<file path="config.mk">
export PLATFORM = sky130hd
export DESIGN_NAME = switch_seq_lock
export DESIGN_NICKNAME = d
export VERILOG_FILES = /design/src/rtl/swlock_pkg.sv /design/src/rtl/swlock_press_detect.sv /design/src/rtl/switch_seq_lock.sv
export SDC_FILE = /design/constraint.sdc
export NUM_CORES = 1
export LEC_CHECK = 0
export ABC_AREA = 1
export ABC_CLOCK_PERIOD_IN_PS = 2500
export CAP_MARGIN = 10
export CORE_UTILIZATION = 48
export DETAILED_ROUTE_END_ITERATION = 6
export HOLD_SLACK_MARGIN = 0.05
export PLACE_DENSITY_LB_ADDON = 0.3
export SYNTH_ARGS = -nofsm -noshare
export SYNTH_HDL_FRONTEND = slang
export SYNTH_SLANG_ARGS = --single-unit
</file>
<file path="constraint.sdc">
create_clock -name clk -period 2.5 [get_ports clk]
set_clock_uncertainty 0.15 [all_clocks]
set_input_delay 0.5 -clock clk [delete_from_list [all_inputs] [get_ports clk]]
set_output_delay 0.5 -clock clk [all_outputs]
set_load 0.02 [all_outputs]
</file>
<file path="src/rtl/swlock_pkg.sv">
// Shared types and constants for the switch-sequence lock.
//   state_t      : 3-bit FSM state encoding (IDLE=0 .. LOCKOUT=4)
//   Z_*          : 2-bit status codes presented on the z output
//   timer_width  : width of the shared state timer for a set of limits
package swlock_pkg;

    typedef enum logic [2:0] {
        ST_IDLE    = 3'd0,
        ST_ENTRY   = 3'd1,
        ST_OPEN    = 3'd2,
        ST_FAIL    = 3'd3,
        ST_LOCKOUT = 3'd4
    } state_t;

    localparam logic [1:0] Z_IDLE  = 2'b01;
    localparam logic [1:0] Z_OPEN  = 2'b10;
    localparam logic [1:0] Z_ALERT = 2'b11;

    // One timer serves every timed state, so it must hold the largest limit.
    // A limit of 1 still needs a 1-bit counter.
    function automatic int timer_width(input int a, input int b, input int c);
        int m;
        m = a;
        if (b > m) m = b;
        if (c > m) m = c;
        return (m > 1) ? $clog2(m) : 1;
    endfunction

endpackage

</file>
<file path="src/rtl/swlock_press_detect.sv">
// Press detector for the switch-sequence lock.
// Optional macro: SWLOCK_SYNC_EN adds a two-flop synchroniser on sw
// (press latency +2 cycles); without it sw must already be synchronous.
// Ports:
//   clk, reset   : clock, synchronous active-high reset
//   sw           : raw switch levels
//   press_valid  : press with exactly one switch set
//   press_bad    : press with more than one switch set
//   press_idx    : index of the set switch (meaningful with press_valid)
module swlock_press_detect #(
    parameter int NUM_SW = 4,
    parameter int IDX_W  = $clog2(NUM_SW)
) (
    input  logic              clk,
    input  logic              reset,
    input  logic [NUM_SW-1:0] sw,
    output logic              press_valid,
    output logic              press_bad,
    output logic [IDX_W-1:0]  press_idx
);

    logic [NUM_SW-1:0] sw_s;

`ifdef SWLOCK_SYNC_EN
    logic [NUM_SW-1:0] sync1_q, sync1_d;
    logic [NUM_SW-1:0] sync2_q, sync2_d;

    always_comb begin
        sync1_d = sw;
        sync2_d = sync1_q;
    end

    always_ff @(posedge clk) begin
        if (reset) begin
            sync1_q <= '0;
            sync2_q <= '0;
        end else begin
            sync1_q <= sync1_d;
            sync2_q <= sync2_d;
        end
    end

    assign sw_s = sync2_q;
`else
    assign sw_s = sw;
`endif

    logic [NUM_SW-1:0] sw_q, sw_d;
    logic              press;
    logic              multi;

    always_comb begin
        sw_d = sw_s;
    end

    always_ff @(posedge clk) begin
        if (reset) begin
            sw_q <= '0;
        end else begin
            sw_q <= sw_d;
        end
    end

    // A press is the first switch going up from all-released; anything that
    // changes while a switch is still held is not a new press.
    assign press       = (sw_q == '0) && (sw_s != '0);
    // Clearing the lowest set bit leaves something only if two or more are set.
    assign multi       = |(sw_s & (sw_s - NUM_SW'(1)));
    assign press_valid = press & ~multi;
    assign press_bad   = press & multi;

    always_comb begin
        press_idx = '0;
        for (int i = 0; i < NUM_SW; i++) begin
            if (sw_s[i]) press_idx = press_idx | IDX_W'(i);
        end
    end

endmodule

</file>
<file path="src/rtl/switch_seq_lock.sv">
// Switch-sequence lock: accepts a SEQ_LEN-press code on NUM_SW switches,
// with inter-press timeout, failure counting and lockout. The code can be
// rewritten at runtime from IDLE or OPEN.
// Optional macro: SWLOCK_SYNC_EN (input synchroniser in swlock_press_detect).
// Ports:
//   clk, reset : clock, synchronous active-high reset
//   sw         : switch levels
//   code_we    : load code_in into the code register (IDLE/OPEN only)
//   code_in    : new code, step i at [i*IDX_W +: IDX_W]
//   state      : current state encoding
//   z          : status code decoded from state
//   step       : correct presses so far
//   fail_cnt   : consecutive failures (saturating)
//   unlock     : one-cycle pulse on entry to OPEN
module switch_seq_lock
    import swlock_pkg::*;
#(
    parameter int NUM_SW      = 4,
    parameter int SEQ_LEN     = 4,
    parameter int TIMEOUT     = 16,
    parameter int OPEN_CYC    = 8,
    parameter int MAX_FAIL    = 3,
    parameter int LOCKOUT_CYC = 32,
    parameter int IDX_W       = $clog2(NUM_SW),
    parameter int STEP_W      = $clog2(SEQ_LEN + 1),
    parameter int FC_W        = $clog2(MAX_FAIL + 1)
) (
    input  logic                     clk,
    input  logic                     reset,
    input  logic [NUM_SW-1:0]        sw,
    input  logic                     code_we,
    input  logic [SEQ_LEN*IDX_W-1:0] code_in,
    output logic [2:0]               state,
    output logic [1:0]               z,
    output logic [STEP_W-1:0]        step,
    output logic [FC_W-1:0]          fail_cnt,
    output logic                     unlock
);

    localparam int TMR_W = timer_width(TIMEOUT, OPEN_CYC, LOCKOUT_CYC);

    localparam logic [TMR_W-1:0]  ENTRY_LAST   = TMR_W'(TIMEOUT - 1);
    localparam logic [TMR_W-1:0]  OPEN_LAST    = TMR_W'(OPEN_CYC - 1);
    localparam logic [TMR_W-1:0]  LOCKOUT_LAST = TMR_W'(LOCKOUT_CYC - 1);
    localparam logic [STEP_W-1:0] STEP_DONE    = STEP_W'(SEQ_LEN);
    localparam logic [FC_W-1:0]   FAIL_SAT     = FC_W'(MAX_FAIL);

    state_t                          state_q, state_d;
    logic [STEP_W-1:0]               step_q, step_d;
    logic [FC_W-1:0]                 fail_cnt_q, fail_cnt_d;
    logic                            unlock_q, unlock_d;
    logic [TMR_W-1:0]                timer_q, timer_d;
    logic [SEQ_LEN-1:0][IDX_W-1:0]   code_q, code_d;
    logic [SEQ_LEN-1:0][IDX_W-1:0]   code_rst;

    logic              press_valid, press_bad, press_any;
    logic [IDX_W-1:0]  press_idx;
    logic [IDX_W-1:0]  exp_idx;
    logic [STEP_W-1:0] step_inc;
    logic              accept_press;

    swlock_press_detect #(
        .NUM_SW (NUM_SW),
        .IDX_W  (IDX_W)
    ) u_press (
        .clk         (clk),
        .reset       (reset),
        .sw          (sw),
        .press_valid (press_valid),
        .press_bad   (press_bad),
        .press_idx   (press_idx)
    );

    assign press_any = press_valid | press_bad;

    // Power-on code is the ascending walk 0,1,2,.. wrapped at NUM_SW.
    for (genvar gi = 0; gi < SEQ_LEN; gi++) begin : g_code_rst
        assign code_rst[gi] = IDX_W'(gi % NUM_SW);
    end

    // Code entry expected at the current step.
    always_comb begin
        exp_idx = code_q[0];
        for (int i = 0; i < SEQ_LEN; i++) begin
            if (step_q == STEP_W'(i)) exp_idx = code_q[i];
        end
    end

    assign step_inc = step_q + STEP_W'(1);

    always_comb begin
        state_d      = state_q;
        step_d       = step_q;
        fail_cnt_d   = fail_cnt_q;
        code_d       = code_q;
        unlock_d     = 1'b0;
        accept_press = 1'b0;

        case (state_q)
            ST_IDLE: begin
                // A code write in the same cycle swallows the press.
                if (code_we) begin
                    code_d = code_in;
                    step_d = '0;
                end else if (press_any) begin
                    if (press_valid && (press_idx == code_q[0])) begin
                        step_d  = STEP_W'(1);
                        state_d = (STEP_W'(1) == STEP_DONE) ? ST_OPEN : ST_ENTRY;
                    end else begin
                        state_d = ST_FAIL;
                    end
                end
            end
            ST_ENTRY: begin
                // A press on the final idle cycle still counts.
                if (press_any) begin
                    if (press_valid && (press_idx == exp_idx)) begin
                        accept_press = 1'b1;
                        step_d       = step_inc;
                        if (step_inc == STEP_DONE) state_d = ST_OPEN;
                    end else begin
                        state_d = ST_FAIL;
                    end
                end else if (timer_q == ENTRY_LAST) begin
                    state_d = ST_IDLE;
                    step_d  = '0;
                end
            end
            ST_OPEN: begin
                if (code_we) begin
                    code_d  = code_in;
                    state_d = ST_IDLE;
                    step_d  = '0;
                end else if (timer_q == OPEN_LAST) begin
                    state_d = ST_IDLE;
                    step_d  = '0;
                end
            end
            ST_FAIL: begin
                state_d = (fail_cnt_q == FAIL_SAT) ? ST_LOCKOUT : ST_IDLE;
            end
            ST_LOCKOUT: begin
                if (timer_q == LOCKOUT_LAST) begin
                    state_d    = ST_IDLE;
                    fail_cnt_d = '0;
                end
            end
            default: begin
                state_d = ST_IDLE;
                step_d  = '0;
            end
        endcase

        // Entry actions for OPEN and FAIL.
        if (state_d != state_q) begin
            if (state_d == ST_OPEN) begin
                fail_cnt_d = '0;
                unlock_d   = 1'b1;
            end
            if (state_d == ST_FAIL) begin
                step_d     = '0;
                fail_cnt_d = (fail_cnt_q == FAIL_SAT) ? fail_cnt_q
                                                      : fail_cnt_q + FC_W'(1);
            end
        end

        if ((state_d != state_q) || accept_press) begin
            timer_d = '0;
        end else begin
            timer_d = timer_q + TMR_W'(1);
        end
    end

    always_ff @(posedge clk) begin
        if (reset) begin
            state_q    <= ST_IDLE;
            step_q     <= '0;
            fail_cnt_q <= '0;
            unlock_q   <= 1'b0;
            timer_q    <= '0;
            code_q     <= code_rst;
        end else begin
            state_q    <= state_d;
            step_q     <= step_d;
            fail_cnt_q <= fail_cnt_d;
            unlock_q   <= unlock_d;
            timer_q    <= timer_d;
            code_q     <= code_d;
        end
    end

    always_comb begin
        case (state_q)
            ST_OPEN:    z = Z_OPEN;
            ST_FAIL:    z = Z_ALERT;
            ST_LOCKOUT: z = Z_ALERT;
            default:    z = Z_IDLE;
        endcase
    end

    assign state    = state_q;
    assign step     = step_q;
    assign fail_cnt = fail_cnt_q;
    assign unlock   = unlock_q;

endmodule

</file>
# --- Word-level counts from Yosys, hierarchy flattened ---
# Index checks and enable logic that the tools add are counted.
classes:
  eq_ne: 18
  n_bitwise: 6
  n_reduce_logical: 13
  mux: 40
  add_sub_neg: 4
op_table:
  columns: ["cell", "count"]
  rows:
  - ["3-bit two-way mux", 20]
  - ["2-bit two-way mux", 12]
  - ["3-bit by 2-bit == test with 1-bit output (second input constant)", 6]
  - ["3-bit case mux with 5 select lines", 1]
  - ["3-bit case mux with 4 select lines", 1]
  - ["2-bit OR reduction", 4]
  - ["3-bit by 1-bit == test with 1-bit output (second input constant)", 2]
  - ["3-bit == test (second input constant)", 2]
  - ["5-bit by 1-bit adder with 5-bit output (second input constant)", 1]
  - ["5-bit by 3-bit == test with 1-bit output (second input constant)", 1]
  - ["5-bit by 4-bit == test with 1-bit output (second input constant)", 1]
  - ["5-bit == test (second input constant)", 1]
  - ["1-bit two-way mux", 5]
  - ["4-bit AND", 1]
  - ["2-bit == test", 2]
  - ["4-bit logical NOT", 1]
  - ["2-bit case mux with 2 select lines", 1]
  - ["4-bit nonzero test", 1]
  - ["4-bit OR reduction", 1]
  - ["4-bit by 1-bit subtractor with 4-bit output (second input constant)", 1]
  - ["3-bit by 1-bit adder with 3-bit output (second input constant)", 1]
  - ["1-bit logical AND", 3]
  - ["3-bit logical NOT", 1]
  - ["3-bit inequality test", 1]
  - ["other kinds (8)", 10]
word_totals:
  out_inout_bits: 11
  word_cells: 91
  input_bits: 15
  ff_bits: 26

# --- Depth between registers and ports, before layout ---
depth:
  depth_word: 14
  depth_mapped: 19
  depth_no_buf: 19

# --- Cells and area by module ---
# A second synthesis with hierarchy kept.
hier_totals:
  cells_unflattened: 237
  hier_area_um2: 1544.0
by_module_without_submodules:
  columns: ["module", "seq_area_each_um2", "cells_each", "n_inst", "area_per_inst_um2"]
  rows:
  - ["switch_seq_lock", 440.4, 204, 1, 1347.5]
  - ["swlock_press_detect", 80.1, 33, 1, 196.4]

# --- Worst setup path before layout ---
# Ideal clock, no wire load.
synth_timing:
  kind: "register to register"
  start: "reg step_q[1], in the netlist step[1]"
  end: "reg fail_cnt_q[0], in the netlist fail_cnt[0]"
  n_path_buf: 0
  t_arrival_ns: 2.019
  setup_slack_ns: 0.211
  path_stages_with_launch: 15
  setup_time_ns: 0.119
  period_less_slack_ns: 2.289
  required_ns: 2.231
  path_cell_list: "dfxtp_1 ha_1 ha_1 inv_2 or2_2 nand3_1 nand2_1 nor2_2 nand3_2 nand2_2 nand3_1 nand4_4 nand2_1 nand2_1 a21oi_1"
synth_via:
  elab_chain_cells: 13
  elab_cells_between_ends: 21
  cone_classes: "1 x add/sub; 9 x eq/ne; 10 x mux; 1 x reduce/logical"
synth_rtl:
  columns: ["element", "line", "text"]
  rows:
  - ["start, declared", "switch_seq_lock.sv:49", "logic [STEP_W-1:0] step_q, step_d;"]
  - ["start signal, assigned", "switch_seq_lock.sv:184", "step_q <= step_d;"]
  - ["3-bit by 1-bit == test with 1-bit output", "switch_seq_lock.sv:85", "if (step_q == STEP_W'(i)) exp_idx = code_q[i];"]
  - ["2-bit two-way mux (3 in series)", "switch_seq_lock.sv:85", null]
  - ["2-bit == test", "switch_seq_lock.sv:117", "if (press_valid && (press_idx == exp_idx)) begin"]
  - ["1-bit logical AND", "switch_seq_lock.sv:117", null]
  - ["3-bit two-way mux (*)", "switch_seq_lock.sv:117", null]
  - ["3-bit two-way mux (*)", "switch_seq_lock.sv:116", "if (press_any) begin"]
  - ["3-bit case mux with 5 select lines (*)", "switch_seq_lock.sv:99", "case (state_q)"]
  - ["3-bit by 2-bit == test with 1-bit output", "switch_seq_lock.sv:156", "if (state_d == ST_OPEN) begin"]
  - ["2-bit two-way mux", "switch_seq_lock.sv:156", null]
  - ["2-bit two-way mux", "switch_seq_lock.sv:160", "if (state_d == ST_FAIL) begin"]
  - ["2-bit two-way mux", "switch_seq_lock.sv:155", "if (state_d != state_q) begin"]
  - ["end signal, assigned", "switch_seq_lock.sv:185", "fail_cnt_q <= fail_cnt_d;"]
  - ["end, declared", "switch_seq_lock.sv:50", "logic [FC_W-1:0] fail_cnt_q, fail_cnt_d;"]
# Mark *: on every way between the ends. The rest lies on a longest branch, timed or not.
# A chain may end at the register's enable or synchronous reset.

# --- Worst setup path after layout ---
layout_timing:
  start: "reg state_q[1], in the netlist state[1]"
  end: "out z[1]"
layout_via:
  elab_chain_cells: 3
  elab_cells_between_ends: 5
  cone_classes: "3 x eq/ne; 1 x mux; 1 x reduce/logical"
layout_rtl:
  columns: ["element", "line", "text"]
  rows:
  - ["start, declared", "switch_seq_lock.sv:48", "state_t state_q, state_d;"]
  - ["start signal, assigned", "switch_seq_lock.sv:183", "state_q <= state_d;"]
  - ["3-bit == test / 3-bit by 2-bit == test with 1-bit output (equally long branches)", "switch_seq_lock.sv:193", "case (state_q)"]
  - ["2-bit OR reduction (no source line)", null, null]
  - ["2-bit case mux with 2 select lines (*)", "switch_seq_lock.sv:193", null]
  - ["end, declared", "switch_seq_lock.sv:34", "output logic [1:0] z,"]
# Marked as above.

==> summary.txt <==
Status
  – Status: finished clean

Floorplan
  – Core Footprint: 3028 µm²
  – I/O pins: 26
  – # rows: 20
  – Die area: 3394 µm²
  – Initial core utilization: 50.17%
  – Die span in y: 58.26 µm
  – Die width: 58.26 µm

Power
  – Peak supply drop: 334.5 µV
  – Power Density: 436.8 nW/µm²
  – Leakage: 0.0008743 µW

STA
  – Final Critical Period: 2.353 ns
  – Final setup vio count: 0
  – Final period util: 94.12%
  – Worst-margin pin slew: 0.3879 ns
  – Min Hold Slack: 0.3182 ns
  – Fin worst setup slack: 0.1471 ns
  – Rel. slew slack: 73.97%
  – Max Freq: 425.0 MHz
  – Slew Limit Fails: 0
  – Fin. Hold Viols: 0

Detailed routing
  – Pre-antenna DRT Iters: 4
  – Vias: 1482
  – Detail Route Antenna Nets: 0
  – Routed Wire Length: 3.362 mm
  – DRC Markers: 0
  – Routed WL per cell: 11.02 µm
  – Drt via density: 4.859
  – Initial DRC count: 62

Logic synthesis
  – Synth warn: 0
  – Synth Net Count: 248
  – Cells after synthesis: 225
  – Syn avg cell area: 6.751 µm²
  – Post-synth top flop: dfxtp_1
  – Synthesized flop and latch total: 26
  – Synth async-reset ratio: 0%
  – Cell variety after synth: 32
  – Seq/Total Area, Yosys: 34.27%
  – Post-Syn Area: 1519 µm²
  – Post-synth EDFFs: 0

Placed design
  – Gp weighted congestion: 0.9500
  – Input/output buffers: 25
  – Post-DP HPWL: 2.541 mm
  – Pre-CTS WS: -0.09454 ns

Final layout
  – Share of layout cells above drive strength 1: 11.88%
  – Final #Nets: 286
  – Antenna Cells: 0
  – Fillcell total: 291
  – Area added between synthesis and finish: 27.18%
  – Final core occ: 63.80%

Global route
  – Gr usage total: 20.85%
  – Vias in the first global route: 1343
  – Global-route wire length before repair: 5.471 mm
  – Largest net degree at the start of global routing: 14
  – Overflow after GRT: 0
  – Initial antenna violation count: 0

Critical path
  – Critical path origin: state[1]
  – Setup CP Type: flop to output port
  – Crit path required time: 1.85 ns
  – Worst setup SP type: flop
  – CP Capture Type: output port
  – CP max FO: 7
  – WP data arrival: 1.70 ns
  – Worst r2r src: step[1]

Clock tree
  – Root Driver: clkbuf_4
  – Clock Latency Late Sink: 0.32 ns
  – CTS clk-pin slew, worst paths: 0.14 ns
  – Clock tree buffer depth: 2
  – CTS tree: built
  – Post-CTS setup buffers: 0
  – TritonCTS Buffers: 3
  – Clock net sink count: 26
  – CTS H-Tree Depth: 1

Hold path
  – Hold path startpoint: timer_q[0]
  – Hold Path Class: flop to flop

Run
  – Max-Cap Viols: 0
==> metrics by stage <==
step           total power [µW]  setup TNS [ns]  area [µm²]  cells
2_1_floorplan             591.8               0        1519    225
3_3_place_gp              667.3        -0.08436        1892    302
3_5_place_dp              671.3         -0.4121        1892    302
4_1_cts                   849.7               0        1914    305
5_1_grt                   894.1        -0.04520        1932    305
6_report                  843.9               0        1932    305
==> repair_timing <==
item | in CTS | in global routing
setup endpoints to repair | 0 | 8
resized for setup | 0 | 6
hold buffers | 0 | 0
endpoints found under the hold margin | 0 | 0
==> cells in the mapped netlist (3+ instances only) <==
cell type	number	area share, %
a21oi_1	13	4.3
dfxtp_1	26	34
ha_1	8	6.6
inv_1	37	9.1
nand2_1	49	12
nand3_1	14	4.6
nor2_1	33	8.2
nor3_1	3	0.99
o21ai_0	12	4.0
==> placed cells by master, fill, tap and decap left out, drive strengths merged, types with 2 or more instances in the layout <==
master         count
a21oi             14
nor2              36
clkdlybuf4s50     25
dfxtp             26
nor4               2
ha                 8
buf               10
o211ai             2
nand4              2
o21ai             12
or2                3
nand2             53
inv               38
nor3               3
nand3             15
clkbuf             3
==> sequential cells by signal, summed over array words and instances (netlist names) <==
| register | count |
|---|---|
| timer_q | 5 |
| fail_cnt | 2 |
| state | 3 |
| code_q | 8 |
| u_press.sw_q | 4 |
| unlock | 1 |
| step | 3 |
==> critical path, stage by stage (launching register included) <==
cell             delay, ns
dfxtp_1               0.42
nor2_1                0.17
nor2_1                0.07
nor2_1                0.11
clkdlybuf4s50_1       0.62
==> area by class of cell <==
class                           instances  area [µm²]  share of cell area, %
Clock buffer                            3       22.52                  1.166
Multi-Input combinational cell        159       862.1                  44.62
Sequential cell                        26       524.3                  27.14
Inverter                               38       142.6                  7.383
Timing Repair Buffer                   35       325.3                  16.84
Tap cell                               44       55.05                  2.850
==> routing by layer <==
| layer | wire [µm] | part of all wire (%) | track usage (%) |
|---|---|---|---|
| met5 | 0 | 0 | 0 |
| met4 | 78 | 2.3 | 9.184 |
| met3 | 128 | 3.8 | 4.688 |
| met2 | 1619 | 48 | 37.44 |
| met1 | 1535 | 46 | 23.42 |
==> power by group <==
part           internal, µW  switching (µW)
Combinational          92.1             119
Clock                  56.5             123
Sequential              438            14.4
==> kinds of logic after synthesis <==
family | after synthesis | share of synthesized area, %
and+or+nand+nor | 117 | 36.49
AOI/OAI and AO/OA | 33 | 12.19
buffers and inverters | 40 | 9.884
adders and majority gates | 8 | 6.590
xor gates and xnor gates | 1 | 0.5767
DFF | 26 | 34.27
==> final timing paths <==
path / cells after the start / slack, ns / to
setup / recovery: 4 / 0.15 / z[1]
hold / removal: 1 / 0.32 / timer_q[0]
setup reg to reg: 13 / 0.18 / fail_cnt[1]
hold reg to reg: 1 / 0.32 / timer_q[0]
Note: power is estimated with default switching activity, not from simulation.
